--- src/rtl/sb_cfg_if.sv ---
// Requester handshakes and the shared switch-box config bus of sb_cfg_arbiter.
interface sb_cfg_if;
    logic        req0_valid;
    logic        req0_ready;
    logic [31:0] req0_addr;
    logic [31:0] req0_data;
    logic        req1_valid;
    logic        req1_ready;
    logic [31:0] req1_addr;
    logic [31:0] req1_data;
    logic [31:0] config_addr;
    logic [31:0] config_data;
    logic        config_en;
    logic        busy;
    logic        err_sticky;
    logic [15:0] write_count;

    // Arbiter side.
    modport slave (
        input  req0_valid, req0_addr, req0_data,
        input  req1_valid, req1_addr, req1_data,
        output req0_ready, req1_ready,
        output config_addr, config_data, config_en,
        output busy, err_sticky, write_count
    );

    // Requester / observer side.
    modport master (
        output req0_valid, req0_addr, req0_data,
        output req1_valid, req1_addr, req1_data,
        input  req0_ready, req1_ready,
        input  config_addr, config_data, config_en,
        input  busy, err_sticky, write_count
    );
endinterface

--- src/rtl/sb_cfg_arbiter.sv ---
// Two-requester round-robin arbiter onto a shared switch-box config bus.
// One write is issued per grant, followed by GAP_CYCLES idle cycles.
module sb_cfg_arbiter #(
    parameter int unsigned GAP_CYCLES = 1,
    parameter int unsigned MAX_REG    = 2
) (
    input logic     clk,
    input logic     reset,
    sb_cfg_if.slave bus
);

    localparam logic [7:0] MaxIdx  = 8'(MAX_REG);
    localparam logic [3:0] GapInit = 4'(GAP_CYCLES - 1);

    typedef enum logic [1:0] {StIdle, StIssue, StGap} state_e;

    state_e      state_q;
    logic        last_grant_q;
    logic [3:0]  gap_cnt_q;
    logic        cfg_en_q;
    logic [31:0] cfg_addr_q;
    logic [31:0] cfg_data_q;
    logic        err_q;
    logic [15:0] write_count_q;

    logic        grant;
    logic        accept;
    logic [31:0] sel_addr;
    logic [31:0] sel_data;
    logic        sel_legal;

    // Grant selection: a lone requester wins, a tie goes to whoever did not win last.
    always_comb begin
        grant = 1'b0;
        if (bus.req0_valid && bus.req1_valid) begin
            grant = ~last_grant_q;
        end else if (bus.req1_valid) begin
            grant = 1'b1;
        end
        sel_addr  = grant ? bus.req1_addr : bus.req0_addr;
        sel_data  = grant ? bus.req1_data : bus.req0_data;
        sel_legal = (sel_addr[31:24] <= MaxIdx);
        accept    = (state_q == StIdle) && !reset && (bus.req0_valid || bus.req1_valid);
    end

    assign bus.req0_ready  = accept && !grant;
    assign bus.req1_ready  = accept && grant;
    assign bus.config_addr = cfg_addr_q;
    assign bus.config_data = cfg_data_q;
    assign bus.config_en   = cfg_en_q;
    assign bus.busy        = (state_q != StIdle);
    assign bus.err_sticky  = err_q;
    assign bus.write_count = write_count_q;

    // Arbitration FSM with registered bus outputs; config_en is set on the accept edge
    // so it is high exactly during ISSUE.
    always_ff @(posedge clk) begin
        if (reset) begin
            state_q       <= StIdle;
            last_grant_q  <= 1'b1;
            gap_cnt_q     <= 4'd0;
            cfg_en_q      <= 1'b0;
            cfg_addr_q    <= 32'd0;
            cfg_data_q    <= 32'd0;
            err_q         <= 1'b0;
            write_count_q <= 16'd0;
        end else begin
            cfg_en_q <= 1'b0;
            if (cfg_en_q && (write_count_q != 16'hFFFF)) begin
                write_count_q <= write_count_q + 16'd1;
            end
            unique case (state_q)
                StIdle: begin
                    if (accept) begin
                        last_grant_q <= grant;
                        state_q      <= StIssue;
                        if (sel_legal) begin
                            cfg_en_q   <= 1'b1;
                            cfg_addr_q <= sel_addr;
                            cfg_data_q <= sel_data;
                        end else begin
                            // Out-of-range index: drop the write, bus keeps old values.
                            err_q <= 1'b1;
                        end
                    end
                end
                StIssue: begin
                    gap_cnt_q <= GapInit;
                    state_q   <= (GAP_CYCLES == 0) ? StIdle : StGap;
                end
                StGap: begin
                    if (gap_cnt_q == 4'd0) begin
                        state_q <= StIdle;
                    end else begin
                        gap_cnt_q <= gap_cnt_q - 4'd1;
                    end
                end
                default: state_q <= StIdle;
            endcase
        end
    end

endmodule

--- src/flat_wrapper.sv ---
// flat-port wrapper written by rule: the top's interface ports become plain ports
module sb_cfg_arbiter_flat 
#(
    parameter int unsigned GAP_CYCLES = 1,
    parameter int unsigned MAX_REG    = 2
)
  (clk, reset, bus_req0_valid, bus_req0_addr, bus_req0_data, bus_req1_valid, bus_req1_addr, bus_req1_data, bus_req0_ready, bus_req1_ready, bus_config_addr, bus_config_data, bus_config_en, bus_busy, bus_err_sticky, bus_write_count);
  sb_cfg_if bus_i ();
  input logic clk;
  input logic reset;
  input wire logic [$bits(bus_i.req0_valid)-1:0] bus_req0_valid;
  input wire logic [$bits(bus_i.req0_addr)-1:0] bus_req0_addr;
  input wire logic [$bits(bus_i.req0_data)-1:0] bus_req0_data;
  input wire logic [$bits(bus_i.req1_valid)-1:0] bus_req1_valid;
  input wire logic [$bits(bus_i.req1_addr)-1:0] bus_req1_addr;
  input wire logic [$bits(bus_i.req1_data)-1:0] bus_req1_data;
  output wire logic [$bits(bus_i.req0_ready)-1:0] bus_req0_ready;
  output wire logic [$bits(bus_i.req1_ready)-1:0] bus_req1_ready;
  output wire logic [$bits(bus_i.config_addr)-1:0] bus_config_addr;
  output wire logic [$bits(bus_i.config_data)-1:0] bus_config_data;
  output wire logic [$bits(bus_i.config_en)-1:0] bus_config_en;
  output wire logic [$bits(bus_i.busy)-1:0] bus_busy;
  output wire logic [$bits(bus_i.err_sticky)-1:0] bus_err_sticky;
  output wire logic [$bits(bus_i.write_count)-1:0] bus_write_count;
  assign bus_i.req0_valid = bus_req0_valid;
  assign bus_i.req0_addr = bus_req0_addr;
  assign bus_i.req0_data = bus_req0_data;
  assign bus_i.req1_valid = bus_req1_valid;
  assign bus_i.req1_addr = bus_req1_addr;
  assign bus_i.req1_data = bus_req1_data;
  assign bus_req0_ready = bus_i.req0_ready;
  assign bus_req1_ready = bus_i.req1_ready;
  assign bus_config_addr = bus_i.config_addr;
  assign bus_config_data = bus_i.config_data;
  assign bus_config_en = bus_i.config_en;
  assign bus_busy = bus_i.busy;
  assign bus_err_sticky = bus_i.err_sticky;
  assign bus_write_count = bus_i.write_count;
  sb_cfg_arbiter #(.GAP_CYCLES(GAP_CYCLES), .MAX_REG(MAX_REG)) u_core (.clk(clk), .reset(reset), .bus(bus_i));
endmodule
--- config.mk ---
export PLATFORM = sky130hd
export DESIGN_NAME = sb_cfg_arbiter_flat
export DESIGN_NICKNAME = d
export VERILOG_FILES = /design/src/rtl/sb_cfg_if.sv /design/src/rtl/sb_cfg_arbiter.sv /design/src/flat_wrapper.sv
export SDC_FILE = /design/constraint.sdc
export NUM_CORES = 1
export LEC_CHECK = 0
export BUFFER_PORTS_ARGS = -buffer_cell sky130_fd_sc_hd__buf_2
export CAP_MARGIN = 5
export CORE_UTILIZATION = 39
export CTS_CLUSTER_DIAMETER = 40
export DETAILED_ROUTE_END_ITERATION = 10
export GPL_TIMING_DRIVEN = 0
export PLACE_DENSITY = 0.69
export SLEW_MARGIN = 20
export SYNTH_ARGS = -nofsm -noshare
export SYNTH_HDL_FRONTEND = slang
export SYNTH_SLANG_ARGS = --single-unit
export TNS_END_PERCENT = 50
--- constraint.sdc ---
create_clock -name clk -period 2.36 [get_ports clk]
set_input_delay 0 -clock clk [delete_from_list [all_inputs] [get_ports clk]]
set_output_delay 0 -clock clk [all_outputs]
set_load 0.05 [all_outputs]
==> impl_metrics.py <==
metrics = {
    "outcome": {
        "status": "finished with violations",
        "violations": "design-rule violations",
    },
    "route": {
        "drc_errors": 11,
        "num_vias": 4659,
        "drtIter0Drc": 220,
        "totalWireLength_mm": 13.7,
        "avgViaCountPerCell": 5.02,
        "final_antenna_net_count": 0,
        "wl_per_cell_um": 14.8,
        "dr.pass1.iters": 7,
    },
    "power": {
        "p_clk_share_pct": 41.4,
        "p_int_w": 0.00246,
        "power.net_switching_w": 0.000849,
        "p_seq_share_pct": 46.0,
        "power.density_mw_per_mm2": 527,
        "vdd_drop_max_mv": 0.304,
        "switching_share_pct": 25.7,
        "total_power_w": 0.00331,
        "power.leakage_nw": 3.13,
        "pwr-share-comb_pct": 12.6,
    },
    "die": {
        "die_h_um": 112,
        "core_mm2": 0.0116,
        "initial_core_util_pct": 40.5,
        "die_w_um": 112,
        "ios": 217,
        "rows": 39,
        "die_area_mm2": 0.0125,
    },
    "timing": {
        "hold_viol_final": 0,
        "fin_skew_ns": 0.00723,
        "finalMaxSlewViolations": 0,
        "rsz0062_at_grt": "no",
        "finalSetupViolations": 0,
        "tns_ns": 0,
        "maxSlewHeadroom_pct": 32.1,
        "fin_ws_ns": 0.259,
        "worst_pin_slew_ns": 1.01,
        "fin_crit_sh_pct": 89.0,
        "max_freq_mhz": 476,
        "post-route-min-period_ns": 2.10,
    },
    "setup_path": {
        "setup.worst_path.start": "reset",
        "crit_path_start_kind": "input pin",
        "cp_data_required_time_ns": 2.57,
        "criticalPathCategory": "in -> reg",
        "worstSetupEndpointType": "flip-flop",
        "arrival_ns": 2.31,
        "cp_max_fo": 10,
        "r2r_start": "u_core.last_grant_q$_SDFFE_PP1P_",
    },
    "synth": {
        "avgSynthCellArea_um2": 8.55,
        "yosysSeqAreaShare_pct": 38.0,
        "yosys.area.top_type": "dfxtp_1",
        "netlist_instances": 548,
        "synth_cell_types": 44,
        "synth_area_mm2": 0.00468,
        "synthArstFlopShare_pct": 0,
        "synth_top_area_share_pct": 38.0,
        "ys_ff_latch": 89,
        "synth_ff_type": "dfxtp_1",
        "synthTopCellsByArea": "dfxtp_1 38%, mux2_4 13%, nand2_1 9.6%",
        "syn_nets": 682,
        "synth_warnings": 0,
        "synth_edf_count": 0,
    },
    "placed_design": {
        "pre_cts_ws_ns": 0.324,
        "place_congestion": 0.860,
        "hpwlAfterDp_mm": 10.5,
        "portBuffers": 216,
        "place_area_mm2": 0.00594,
    },
    "finish": {
        "diodes": 0,
        "multi_input_comb_area_mm2": 0.00268,
        "final-seq-area_mm2": 0.00178,
        "syn_to_final_growth_pct": 34.0,
        "fillers": 1090,
        "nNetsFinal": 914,
        "final_layout_size_suffix_gt1_share_pct": 39.1,
        "fin_area_mm2": 0.00628,
    },
    "cts": {
        "cts.clk_slew.worst_paths_ns": 0.06,
        "cts.repair.resized": 0,
        "htreeDepth": 3,
        "insertion_delay_ns": 0.34,
        "cts_sinks": 89,
        "cts_tree": "yes",
        "cts_inserted_buffers": 9,
        "cts_root_buf": "clkbuf_16",
        "clock_path_buffers": 2,
    },
    "hold_path": {
        "hp-class": "in -> reg",
        "min_from": "bus_req1_addr[25]",
    },
    "grt": {
        "grt_pass1_vias": 4453,
        "grt_max_degree": 15,
        "antenna_found_initial": 0,
        "grt_overflow": 0,
        "grt_usage_pct": 22.1,
        "grt_pass1_wl_mm": 21.8,
    },
    "run": {
        "maxCapViolations": 0,
    },
}
synthesized netlist by cell type (2+ instances only):
cell and count:
mux2_2 18, nand3b_1 2, nor2_1 12, o21ai_0 8, clkbuf_1 20, dfxtp_1 89, o31ai_1 3, mux2i_1 5
buf_2 3, nor4_1 6, o41ai_1 2, nand4_1 4, and3_1 3, buf_1 7, nand2_1 120, inv_2 3
and4_1 2, nand3_1 7, nand2b_1 5, a21oi_1 73, or4_1 5, nor3b_1 6, ha_1 2, buf_6 6
nor2b_1 61, mux2_4 40, or3_1 8, nor3_1 4, inv_1 7, a211oi_1 3
placed cells by master (no fill, tap or decap), types with 2 or more instances in the layout:
cell / netlist / final
a211oi_1: 3 / 3
a21oi_1: 73 / 73
and3_1: 3 / 3
and4_1: 2 / 2
buf_1: 7 / 7
buf_2: 3 / 219
buf_6: 6 / 6
clkbuf_1: 20 / 21
clkbuf_16: 0 / 9
clkbuf_8: 0 / 2
clkinv_2: 0 / 2
clkinv_4: 0 / 2
dfxtp_1: 89 / 89
dlygate4sd3_1: 0 / 5
ha_1: 2 / 2
inv_1: 7 / 7
inv_2: 3 / 3
mux2_2: 18 / 18
mux2_4: 40 / 40
mux2i_1: 5 / 5
nand2_1: 120 / 120
nand2b_1: 5 / 5
nand3_1: 7 / 7
nand3b_1: 2 / 2
nand4_1: 4 / 4
nor2_1: 12 / 12
nor2b_1: 61 / 61
nor3_1: 4 / 4
nor3b_1: 6 / 6
nor4_1: 6 / 6
o21ai_0: 8 / 8
o31ai_1: 3 / 3
o41ai_1: 2 / 2
or3_1: 8 / 8
or4_1: 5 / 5
final cells by class:
type	count	share of cell area, %
multi-input combinational	413	42.7
sequential	89	28.4
timing repair buffer	221	18.0
clock buffer	12	4.09
buffer	36	2.93
tap	143	2.85
inverter	10	0.598
clock inverter	4	0.439
worst paths after layout:
kind              cells past startpoint                                 endpoint  slack, ns
hold / removal                        3  u_core.bus.config_addr[25]$_SDFFE_PP0P_       0.03
hold reg to reg                       2       u_core.bus.err_sticky$_SDFFE_PP0P_       0.45
setup reg to reg                      6   u_core.bus.config_addr[2]$_SDFFE_PP0P_       0.30
setup / recovery                      7         u_core.gap_cnt_q[2]$_SDFFE_PP0P_       0.26
worst max-delay path, stage by stage:
cell	delay [ns]
dlygate4sd3_1	0.52
buf_2	0.11
buf_2	0.27
clkbuf_1	0.45
buf_1	0.44
clkbuf_1	0.43
nor2_1	0.10
flip-flops by register name, summed over array words and instances (netlist names):
name / cells
u_core.bus.config_data: 32
u_core.bus.config_en: 1
u_core.state_q: 2
u_core.bus.err_sticky: 1
u_core.gap_cnt_q: 4
u_core.bus.write_count: 16
u_core.bus.config_addr: 32
u_core.last_grant_q: 1
stage by stage:
step           hold slack, ns  utilization, %  cells
2_1_floorplan           0.190               -    548
3_3_place_gp            0.305            51.4    907
3_5_place_dp            0.333            51.4    907
4_1_cts                0.0155            54.3    928
5_1_grt                0.0666            54.3    928
6_report               0.0269            54.3    928
cells by family (layout without fill, tap and decap cells):
| family | Yosys count | in the layout | synth area share [%] |
|---|---|---|---|
| and+or+nand+nor | 252 | 252 | 27.2 |
| muxes | 63 | 63 | 18.2 |
| AOI/OAI and AO/OA | 96 | 96 | 11.2 |
| adders and majority gates | 2 | 2 | 0.534 |
| DFF | 89 | 89 | 38.0 |
| buffers and inverters | 46 | 283 | 4.73 |
metal layers:
layer | vias to the layer above | GRT usage (%) | wire [um]
li1 | 2330 | - | -
met1 | 2132 | 26.3 | 5710
met2 | 176 | 37.7 | 6700
met3 | 21 | 5.93 | 993
met4 | 0 | 9.28 | 282
met5 | - | 0 | 0
repair_timing:
action	in CTS	in global routing
setup buffers	0	0
hold endpoints to repair	4	0
hold buffers	5	0
power groups by stage:
stage	sequential, W	clock (W)	combinational [W]
after floorplan	0.00157	0	0.000214
after global placement	0.00155	0	0.000403
after detailed placement	0.00155	0	0.000412
after CTS	0.00152	0.00141	0.000420
after global routing	0.00152	0.00147	0.000465
final	0.00152	0.00137	0.000417
Power figures use the tool's default switching activity.
